$ cat config.mk
export PLATFORM = sky130hd
export DESIGN_NAME = sad_window_engine
export DESIGN_NICKNAME = d
export VERILOG_FILES = /design/src/rtl/sad_window_engine.sv
export SDC_FILE = /design/constraint.sdc
export NUM_CORES = 1
export LEC_CHECK = 0
export CORE_MARGIN = 8
export CORE_UTILIZATION = 36
export DETAILED_ROUTE_END_ITERATION = 8
export PLACE_DENSITY = 0.68
export REMOVE_ABC_BUFFERS = 1
export SLEW_MARGIN = 10
export SYNTH_ARGS = -nofsm -noshare
export SYNTH_HDL_FRONTEND = slang
export SYNTH_SLANG_ARGS = --single-unit
$ cat constraint.sdc
create_clock -name Clk -period 8.7 [get_ports Clk]
set_clock_uncertainty 0.15 [all_clocks]
set_input_delay 0.87 -clock Clk [delete_from_list [all_inputs] [get_ports Clk]]
set_output_delay 0.87 -clock Clk [all_outputs]
set_load 0.01 [all_outputs]
$ cat src/rtl/sad_window_engine.sv
// sad_window_engine: 4x4 sum-of-absolute-differences engine, one row per cycle, with min/argmin tracking.
// Define SAD_EARLY_TERMINATE_EN to abandon windows that can no longer beat the current minimum.
module sad_window_engine #(
    parameter int PIX_W = 8,
    parameter int SAD_W = PIX_W + 4
) (
    input  logic             Clk,
    input  logic             Reset,
    input  logic             Init,
    input  logic             Start,
    input  logic             ClearMin,
    input  logic [31:0]      Address,
    input  logic [31:0]      V1,
    input  logic [31:0]      V2,
    input  logic [31:0]      V3,
    input  logic [31:0]      V4,
    input  logic [31:0]      V5,
    input  logic [31:0]      V6,
    input  logic [31:0]      V7,
    input  logic [31:0]      V8,
    input  logic [31:0]      V9,
    input  logic [31:0]      V10,
    input  logic [31:0]      V11,
    input  logic [31:0]      V12,
    input  logic [31:0]      V13,
    input  logic [31:0]      V14,
    input  logic [31:0]      V15,
    input  logic [31:0]      V16,
    output logic             Busy,
    output logic             Done,
    output logic             Pruned,
    output logic [SAD_W-1:0] SadValue,
    output logic [SAD_W-1:0] MinSad,
    output logic [31:0]      MinAddress,
    output logic             BestValid
);
    typedef enum logic {IDLE = 1'b0, ACCUM = 1'b1} state_t;

    state_t           state_q, state_d;
    logic [1:0]       row_q, row_d;
    logic [SAD_W-1:0] acc_q, acc_d, sad_q, sad_d, min_q, min_d;
    logic [31:0]      addr_q, addr_d, min_addr_q, min_addr_d;
    logic             done_q, done_d, pruned_q, pruned_d, best_valid_q, best_valid_d;
    logic [PIX_W-1:0] t_q [16];
    logic [PIX_W-1:0] t_d [16];
    logic [PIX_W-1:0] w_q [16];
    logic [PIX_W-1:0] w_d [16];
    logic [31:0]      v_word [16];
    logic [PIX_W-1:0] v_pix [16];
    logic [PIX_W-1:0] col_diff [4];
    logic [SAD_W-1:0] row_sum, acc_next;
    logic             prune_hit, last_row;

    assign v_word[0]  = V1;   assign v_word[1]  = V2;   assign v_word[2]  = V3;   assign v_word[3]  = V4;
    assign v_word[4]  = V5;   assign v_word[5]  = V6;   assign v_word[6]  = V7;   assign v_word[7]  = V8;
    assign v_word[8]  = V9;   assign v_word[9]  = V10;  assign v_word[10] = V11;  assign v_word[11] = V12;
    assign v_word[12] = V13;  assign v_word[13] = V14;  assign v_word[14] = V15;  assign v_word[15] = V16;

    genvar gi;
    generate
        for (gi = 0; gi < 16; gi++) begin : g_pix
            logic unused_hi;
            assign v_pix[gi]  = v_word[gi][PIX_W-1:0];
            assign unused_hi  = ^v_word[gi][31:PIX_W];
        end
        // One absolute difference per column of the row being accumulated.
        for (gi = 0; gi < 4; gi++) begin : g_col
            logic [PIX_W-1:0] w_pix, t_pix;
            assign w_pix        = w_q[{row_q, 2'(gi)}];
            assign t_pix        = t_q[{row_q, 2'(gi)}];
            assign col_diff[gi] = (w_pix >= t_pix) ? (w_pix - t_pix) : (t_pix - w_pix);
        end
    endgenerate

    always_comb begin
        row_sum = '0;
        for (int c = 0; c < 4; c++) begin
            row_sum = row_sum + {{(SAD_W-PIX_W){1'b0}}, col_diff[c]};
        end
    end

    assign acc_next = acc_q + row_sum;

`ifdef SAD_EARLY_TERMINATE_EN
    assign prune_hit = (row_q != 2'd3) && best_valid_q && (acc_next >= min_q);
`else
    assign prune_hit = 1'b0;
`endif

    assign last_row = (state_q == ACCUM) && ((row_q == 2'd3) || prune_hit);

    always_ff @(posedge Clk or negedge Reset) begin
        if (!Reset) state_q <= IDLE;
        else        state_q <= state_d;
    end

    always_comb begin
        state_d = state_q;
        case (state_q)
            IDLE:    if (!Init && Start) state_d = ACCUM;
            ACCUM:   if (last_row)       state_d = IDLE;
            default: state_d = IDLE;
        endcase
    end

    always_comb begin
        t_d          = t_q;
        w_d          = w_q;
        row_d        = row_q;
        acc_d        = acc_q;
        addr_d       = addr_q;
        sad_d        = sad_q;
        min_d        = min_q;
        min_addr_d   = min_addr_q;
        done_d       = 1'b0;
        pruned_d     = 1'b0;
        best_valid_d = best_valid_q;
        if (state_q == IDLE) begin
            if (Init) begin
                t_d = v_pix;
            end else if (Start) begin
                w_d    = v_pix;
                addr_d = Address;
                acc_d  = '0;
                row_d  = '0;
            end
        end else begin
            acc_d = acc_next;
            row_d = row_q + 2'd1;
            if (last_row) begin
                row_d    = '0;
                sad_d    = acc_next;
                done_d   = 1'b1;
                pruned_d = prune_hit;
                // Strict less-than: ties keep the earlier window; a coincident clear discards the result.
                if (!prune_hit && !ClearMin && (!best_valid_q || acc_next < min_q)) begin
                    min_d        = acc_next;
                    min_addr_d   = addr_q;
                    best_valid_d = 1'b1;
                end
            end
        end
        if (ClearMin) best_valid_d = 1'b0;
    end

    always_ff @(posedge Clk or negedge Reset) begin
        if (!Reset) begin
            for (int i = 0; i < 16; i++) begin
                t_q[i] <= '0;
                w_q[i] <= '0;
            end
            row_q        <= '0;
            acc_q        <= '0;
            addr_q       <= '0;
            sad_q        <= '0;
            min_q        <= '0;
            min_addr_q   <= '0;
            done_q       <= 1'b0;
            pruned_q     <= 1'b0;
            best_valid_q <= 1'b0;
        end else begin
            t_q          <= t_d;
            w_q          <= w_d;
            row_q        <= row_d;
            acc_q        <= acc_d;
            addr_q       <= addr_d;
            sad_q        <= sad_d;
            min_q        <= min_d;
            min_addr_q   <= min_addr_d;
            done_q       <= done_d;
            pruned_q     <= pruned_d;
            best_valid_q <= best_valid_d;
        end
    end

    always_comb begin
        Busy       = (state_q == ACCUM);
        Done       = done_q;
        Pruned     = pruned_q;
        SadValue   = sad_q;
        MinSad     = min_q;
        MinAddress = min_addr_q;
        BestValid  = best_valid_q;
    end
endmodule

# == Yosys cells after proc, flatten, opt, wreduce, memory -nomap -nowiden ==
# Cells that the tools add are included.
# word_totals
reg_bits,361
latch_bits,0
mem_bits_rw,0
romBits,0
inputBits,549
output_inout_bits,60
elab_cells,132
mem_count,0
# classes
n_addsub,13
n_mul,0
n_div,0
order_cmp,9
eq_ne,2
shifts,0
mux,44
bitwise,6
n_reduce_logical,17
# ops
cell,n
8-bit binary-select mux with 4-bit select,8
8-bit 2-to-1 mux,20
8-bit subtractor,8
12-bit 2-to-1 mux,3
8-bit >= comparator,4
"5-bit >= comparator, second input constant",4
4-bit inverter with 5-bit output,4
12-bit by 11-bit adder with 12-bit output,1
12-bit < comparator,1
10-bit by 8-bit adder with 11-bit output,1
9-bit by 8-bit adder with 10-bit output,1
8-bit by 8-bit adder with 9-bit output,1
3-bit AND reduction,3
1-bit 2-to-1 mux,8
2-bit 2-to-1 mux,4
2-bit nonzero test,4
2-bit AND reduction,3
1-bit logical AND,3
1-bit zero test,3
"2-bit by 1-bit adder with 2-bit output, second input constant",1
"2-bit == test, second input constant",1
"2-bit by 1-bit inequality test with 1-bit output, second input constant",1
1-bit inverter,2
1-bit case mux with 2 select lines,1
1-bit logical OR,1

# == Longest topological paths before layout ==
# Gate-level depths: netlist (run 1).
# depth
depth_word,17
ltp_mapped,35
mapped_depth_nobuf,31

# == Least setup slack after synthesis (run 1) ==
# OpenSTA, ideal clock, no wires.
# synth_path
kind,reg2reg
startpoint,reg row_q[0]
endpoint,"reg min_addr_q[3], in the netlist MinAddress[3]"
t_arrival_ns,7.961
required_time_ns,8.425
path_slack_ns,0.465
stages_incl_launch_ff,35
path_cell_list,dfrtp_1 -> buf_2 -> buf_2 -> mux4_2 -> inv_1 -> ha_1 -> inv_1 -> fa_1 -> nand3_1 -> a31oi_1 -> a2111oi_4 -> buf_4 -> mux2i_1 -> a221o_1 -> nand2_1 -> a31oi_1 -> fa_1 -> inv_1 -> fa_1 -> fa_1 -> inv_1 -> ha_1 -> a21oi_1 -> o21ai_0 -> o21ai_0 -> o21ai_0 -> xor2_1 -> ha_1 -> a21oi_1 -> o21ai_0 -> nor4_1 -> o211ai_1 -> o311ai_2 -> buf_2 -> mux2_2
# synth_via
elab_chain_len,14
elab_cells_between_ends,54
# synth_rtl
item,line_no,text
from (decl),40,"logic [1:0] row_q, row_d;"
from (signal assigned),164,row_q <= row_d;
4-bit inverter with 5-bit output (implied by the code),"69, 70",
8-bit binary-select mux with 4-bit select (on tied branches),"70, 69",
8-bit 2-to-1 mux (on tied branches) (2 in series),"70, 69",
8-bit subtractor / 8-bit >= comparator (equally long branches),71,assign col_diff[gi] = (w_pix >= t_pix) ? (w_pix - t_pix) : (t_pix - w_pix);
8-bit 2-to-1 mux,71,
8-bit by 8-bit adder with 9-bit output,78,"row_sum = row_sum + {{(SAD_W-PIX_W){1'b0}}, col_diff[c]};"
9-bit by 8-bit adder with 10-bit output,78,
10-bit by 8-bit adder with 11-bit output (*),78,
12-bit by 11-bit adder with 12-bit output (*),82,assign acc_next = acc_q + row_sum;
named net acc_next[10],51,"logic [SAD_W-1:0] row_sum, acc_next;"
12-bit < comparator (*),136,if (!prune_hit && !ClearMin && (!best_valid_q || acc_next < min_q)) begin
1-bit logical OR (*),136,
1-bit logical AND (*),136,
3-bit AND reduction (no line) (*),n/a,
to (signal assigned),169,min_addr_q <= min_addr_d;
to (decl),42,"logic [31:0] addr_q, addr_d, min_addr_q, min_addr_d;"
# The timed path passes the listed nets; every way through them passes the cells marked *. The select of a mux whose other input is x is not followed.
# A chain may end at the register's enable or synchronous reset.

# == Worst setup path after layout (run 1) ==
# layout_path
startpoint,reg row_q[0]
endpoint,"reg min_addr_q[4], in the netlist MinAddress[4]"
# The elaborated chain is that of the path after synthesis.

==> flow_summary.yaml, run 1 <==
global_routing:
  grt_start_max_net_pins: 162
  grt_first_pass_wirelength_mm: 71.2
  grt_pass1_vias: 12500
  grt.total_usage_pct: 14.9
  overflow: 0
  antenna_found_initial: 16
cells_and_area:
  postLayoutCellArea_mm2: 0.0237
  fin_cells: 2308
  area_growth_pct: 26.3
  final_layout_size_suffix_gt1_share_pct: 34.1
  nets: 2259
  final.fill_count: 4558
routing:
  routed_wl_mm: 46.3
  via_count: 11600
  viasPerCell: 5.01
  wl_per_cell_um: 20.1
  drt_iter0_markers: 495
  postRouteAntennaNets: 0
  drc: 0
  firstDrtPassIters: 4
synth:
  postSynthAreaPerCell_um2: 14.0
  synthCells: 1338
  ys_warn_count: 0
  yosys-top-cells-count: "dfrtp_1 (361), mux2_2 (328), inv_1 (123)"
  synth.distinct_cells: 51
  seq_area_frac_synth_pct: 48.2
  synth_top_cell_area_share_pct: 48.2
  yosys-top-cells-area: "dfrtp_1 (48%), mux2_2 (20%), mux4_2 (7.7%)"
  synthesis.area_mm2: 0.0187
  synth_edf_count: 0
  synth.most_common_cell: "dfrtp_1"
  ys_ff_latch: 361
  synth_top_cell_by_area: "dfrtp_1"
  synth_flop_cell: "dfrtp_1"
  async_flop_share_pct: 100
timing:
  fin_setup_tns_ns: 0
  slew-limit-headroom_pct: 31.2
  fin_crit_ns: 8.34
  setup_violations: 0
  worst_slew_pin_slew_ns: 1.03
  min_period_over_period_pct: 95.9
  slew_viol_final: 0
  final-hold-violation-count: 0
  postLayoutSetupSlackWorst_ns: 0.358
  fmax_mhz: 120
status:
  status: "completed"
setup_path:
  worstRegToRegCells: 33
  reg2reg_from: "row_q[0]"
  start_kind: "flop"
  cp.required_ns: 8.98
  end_kind: "flop"
  cp-startpoint: "row_q[0]"
  max_stage_delay_ns: 0.54
  cp.arrival_ns: 8.62
  cp_slowest_cell: "mux4_2"
  critPathKind: "reg -> reg"
  crit_fanout: 10
floorplanning:
  dieArea_mm2: 0.0596
  pin_count: 609
  die_y_um: 244
  num_rows: 83
  design.core.area_mm2: 0.0514
  die_width_um: 244
  start_util_pct: 36.5
placement:
  dpl_cell_area_mm2: 0.0219
  post-place-ws_ns: 0.176
  portBuffers: 223
  gp_congestion: 0.830
  dp_hpwl_mm: 32.6
  dp_cells: 2209
clocking:
  clk_pin_slew_ns: 0.06
  cts_buffers: 41
  cts_sinks: 361
  cts-hold-fix-buffers: 0
  htreeDepth: 2
  cts-root-buf: "clkbuf_16"
  clk_latency_ns: 0.56
  clk_path_buf_depth: 3
  cts_tree: "built"
min_path:
  min_path_type: "in -> async"
job:
  maxCapViolCount: 0
==> state kept, by name (all words and copies together) (netlist names), 2 cells and up <==
signal and flops:
t_q 128, MinSad 12, w_q 128, addr_q 32, MinAddress 32, row_q 2
acc_q 12, SadValue 12
==> final cells by class <==
class,instances,area (um^2),area share [%]
timing repair buffer,272,2760,11.7
multi-input combinational,792,9130,38.6
inverter,124,465,1.97
clock inverter,20,215,0.910
clock buffer,56,1190,5.04
tap,680,851,3.60
sequential,361,9040,38.2
antenna,3,7.51,0.0317
==> worst paths after layout <==
| kind | endpoint | slack [ns] |
|---|---|---|
| min in group Clk | SadValue[5] | 0.33 |
| max in group asynchronous | w_q[40] | 6.09 |
| hold reg to reg | SadValue[5] | 0.33 |
| setup reg to reg | MinAddress[4] | 0.36 |
| setup / recovery | MinAddress[4] | 0.36 |
| hold / removal | addr_q[16] | 0.14 |
==> repair_timing <==
item                                    4_1_cts  5_1_grt
setup buffers                                 0       12
gates resized for setup                       0       33
endpoints found under the setup margin        0       44
==> critical path, delay by kind of cell, from the launching register on <==
family	cells	cell delay [ns]
fa+ha+maj	6	2.60
compound gates	10	1.74
buf+inv	7	1.03
mux	3	0.98
simple gates	6	0.93
flops	1	0.51
xor+xnor	1	0.26
==> metal layers <==
metal	global-route usage (%)	routed length, um	vias to the layer above
met5	0	142	-
met4	4.49	988	22
met3	4.80	3060	80
met2	23.4	21700	220
met1	19.5	20400	5962
li1	-	-	5279
==> through the flow <==
stage                     utilization (%)  hold slack (ns)
after global placement               42.5            0.317
after floorplan                         -            0.310
after global routing                 46.0            0.174
after detailed placement             42.5            0.325
final                                46.0            0.143
after CTS                            45.3            0.144
==> logic make-up after synthesis <==
group,Yosys count,synth area share [%]
compound gates,113,4.69
xor+xnor,28,1.31
fa+ha+maj,118,9.12
buf+inv,185,3.91
flops,361,48.2
mux,442,30.3
other cells,1,0.0200
simple gates,90,2.45
==> cell usage in the layout, fill, tap and decap left out, types with 4 or more instances in the layout <==
master	instances
o21bai_1	4
ha_1	84
a22o_1	13
nand3_1	13
nand4_1	7
mux2i_1	20
fa_1	29
o21ai_0	8
mux2_1	27
clkbuf_16	45
nor2b_1	8
clkbuf_8	11
clkbuf_1	4
a21oi_2	5
mux4_2	64
mux2_2	326
clkinv_2	8
a21oi_1	25
buf_12	5
o21ai_1	6
nand2_1	29
clkdlybuf4s50_1	222
o211ai_1	9
a31oi_2	5
inv_1	123
dfrtp_1	359
buf_4	32
nand3b_1	5
nand2b_1	5
clkinvlp_4	4
buf_6	7
nor2_1	10
xnor2_1	15
xor2_1	12
a21o_1	16
Power of run 1 is left out: the tool's default activity adds up to more than one toggle a clock period on the data nets, which glitch-free logic cannot reach.
==> run 2, diff against run 1 <==
--- a/config.mk
+++ b/config.mk
@@ -9,8 +9,7 @@
 export CORE_UTILIZATION = 36
 export DETAILED_ROUTE_END_ITERATION = 8
 export PLACE_DENSITY = 0.68
-export REMOVE_ABC_BUFFERS = 1
-export SLEW_MARGIN = 10
+export SLEW_MARGIN = 20
 export SYNTH_ARGS = -nofsm -noshare
 export SYNTH_HDL_FRONTEND = slang
 export SYNTH_SLANG_ARGS = --single-unit
==> run 2 against run 1 <==
  * Sequential share of layout area decreased by 0.22 points
  * Cell count increased by 0.56%
  * Register-to-register slack better by 0.04 ns
  * Non-clock buffer count grew 10
  * Die area unchanged
  * Global-route usage is 0.55 points higher
  * Critical path type unchanged
  * Critical endpoint is now MinAddress[23]
==> flow_summary.yaml, run 2 (synthesis results as in run 1) <==
floorplanning:
  die_width_um: 244
  pin_count: 609
  num_rows: 83
  die_y_um: 244
  design.core.area_mm2: 0.0514
  dieArea_mm2: 0.0596
  start_util_pct: 36.5
timing:
  worst_slew_pin_slew_ns: 0.960
  setup_violations: 0
  min_period_over_period_pct: 95.4
  slew-limit-headroom_pct: 36.0
  fin_crit_ns: 8.30
  fmax_mhz: 120
  fin_setup_tns_ns: 0
  slew_viol_final: 0
  final-hold-violation-count: 0
global_routing:
  grt_start_max_net_pins: 169
  grt_pass1_vias: 12900
  antenna_found_initial: 24
  grt_first_pass_wirelength_mm: 73.2
  overflow: 0
  grt.total_usage_pct: 15.4
clocking:
  cts-root-buf: "clkbuf_16"
  cts-hold-fix-buffers: 0
  cts_buffers: 41
  clk_latency_ns: 0.56
  htreeDepth: 2
  clk_path_buf_depth: 3
  cts_sinks: 361
  cts_tree: "built"
  clk_pin_slew_ns: 0.06
setup_path:
  start_kind: "flop"
  cp_slowest_cell: "fa_1"
  r2r_slack_ns: 0.40
  reg2reg_from: "row_q[0]"
  end_kind: "flop"
  critPathKind: "reg -> reg"
  crit_fanout: 11
  critical-path-top-delay-family: "adder cells"
  cp.required_ns: 8.99
  max_stage_delay_ns: 0.55
  cp.arrival_ns: 8.59
  cp-startpoint: "row_q[0]"
  cp.buffers_inverters: 6
routing:
  drc: 0
  postRouteAntennaNets: 0
  viasPerCell: 5.02
  via_count: 11700
  drt_iter0_markers: 425
  routed_wl_mm: 47.1
  firstDrtPassIters: 5
  wl_per_cell_um: 20.3
cells_and_area:
  final_common_cell: "dfrtp_1"
  final_layout_size_suffix_gt1_share_pct: 34.5
  nets: 2269
  final.fill_count: 4585
  reg_top3: "t_q x128, w_q x128"
  final_cell_mix: "dfrtp_1 (359), mux2_2 (328), clkdlybuf4s50_1 (222), inv_1 (123), ha_1 (79)"
  area_growth_pct: 27.0
placement:
  gp_congestion: 0.839
  portBuffers: 223
  dp_hpwl_mm: 34.1
status:
  status: "completed"
min_path:
  min_path_type: "in -> async"
job:
  maxCapViolCount: 0
synth:
  synth_nets: 2005
-- run 2: changes by cell type in the layout (fill, tap and decap cells not counted), moves of 3 or more --
cell and change:
ha_2 +4, clkbuf_8 -3, diode_2 +5, clkbuf_1 +3, buf_6 -4, ha_1 -5, buf_4 +14
-- run 2: timing repair --
item                       in CTS  in global routing
setup endpoints to repair       0                 44
setup buffers                   0                  7
resized for setup               0                 40
-- run 2: final timing paths --
kind | end | cells after the start
max in group asynchronous | t_q[7] | 2
hold reg to reg | SadValue[5] | 2
hold / removal | t_q[56] | 1
min in group Clk | SadValue[5] | 2
setup reg to reg | MinAddress[23] | 30
setup / recovery | MinAddress[23] | 30
-- run 2: layer usage --
metal	up-vias	wire (um)	global-route usage (%)
met5	-	193	0
met4	30	1290	4.89
met3	94	4450	6.88
met2	291	21200	23.8
met1	5920	20000	19.3
li1	5318	-	-
-- run 2: through the flow --
stage                     hold slack, ns  area [um^2]  std cells  util (%)  worst slack [ns]
final                              0.170        23800       2321      46.3             0.400
after global routing               0.259        23800       2315      46.3           -0.0340
after CTS                          0.218        23400       2301      45.6             0.132
after detailed placement           0.314        22000       2227      42.8             0.166
after global placement             0.309        22000       2227      42.8             0.223
after floorplan                    0.310        18700       1338         -             0.465
-- run 2: layout make-up --
type / instances / area [um^2] / share of cell area, %
timing repair buffer: 282 / 2830 / 11.9
inverter: 124 / 465 / 1.96
antenna: 8 / 20.0 / 0.0841
clock buffer: 58 / 1210 / 5.09
sequential: 361 / 9040 / 38.0
clock inverter: 16 / 218 / 0.915
multi-input combinational: 792 / 9160 / 38.5
tap: 680 / 851 / 3.58
Power of run 2 is left out for the same reason.
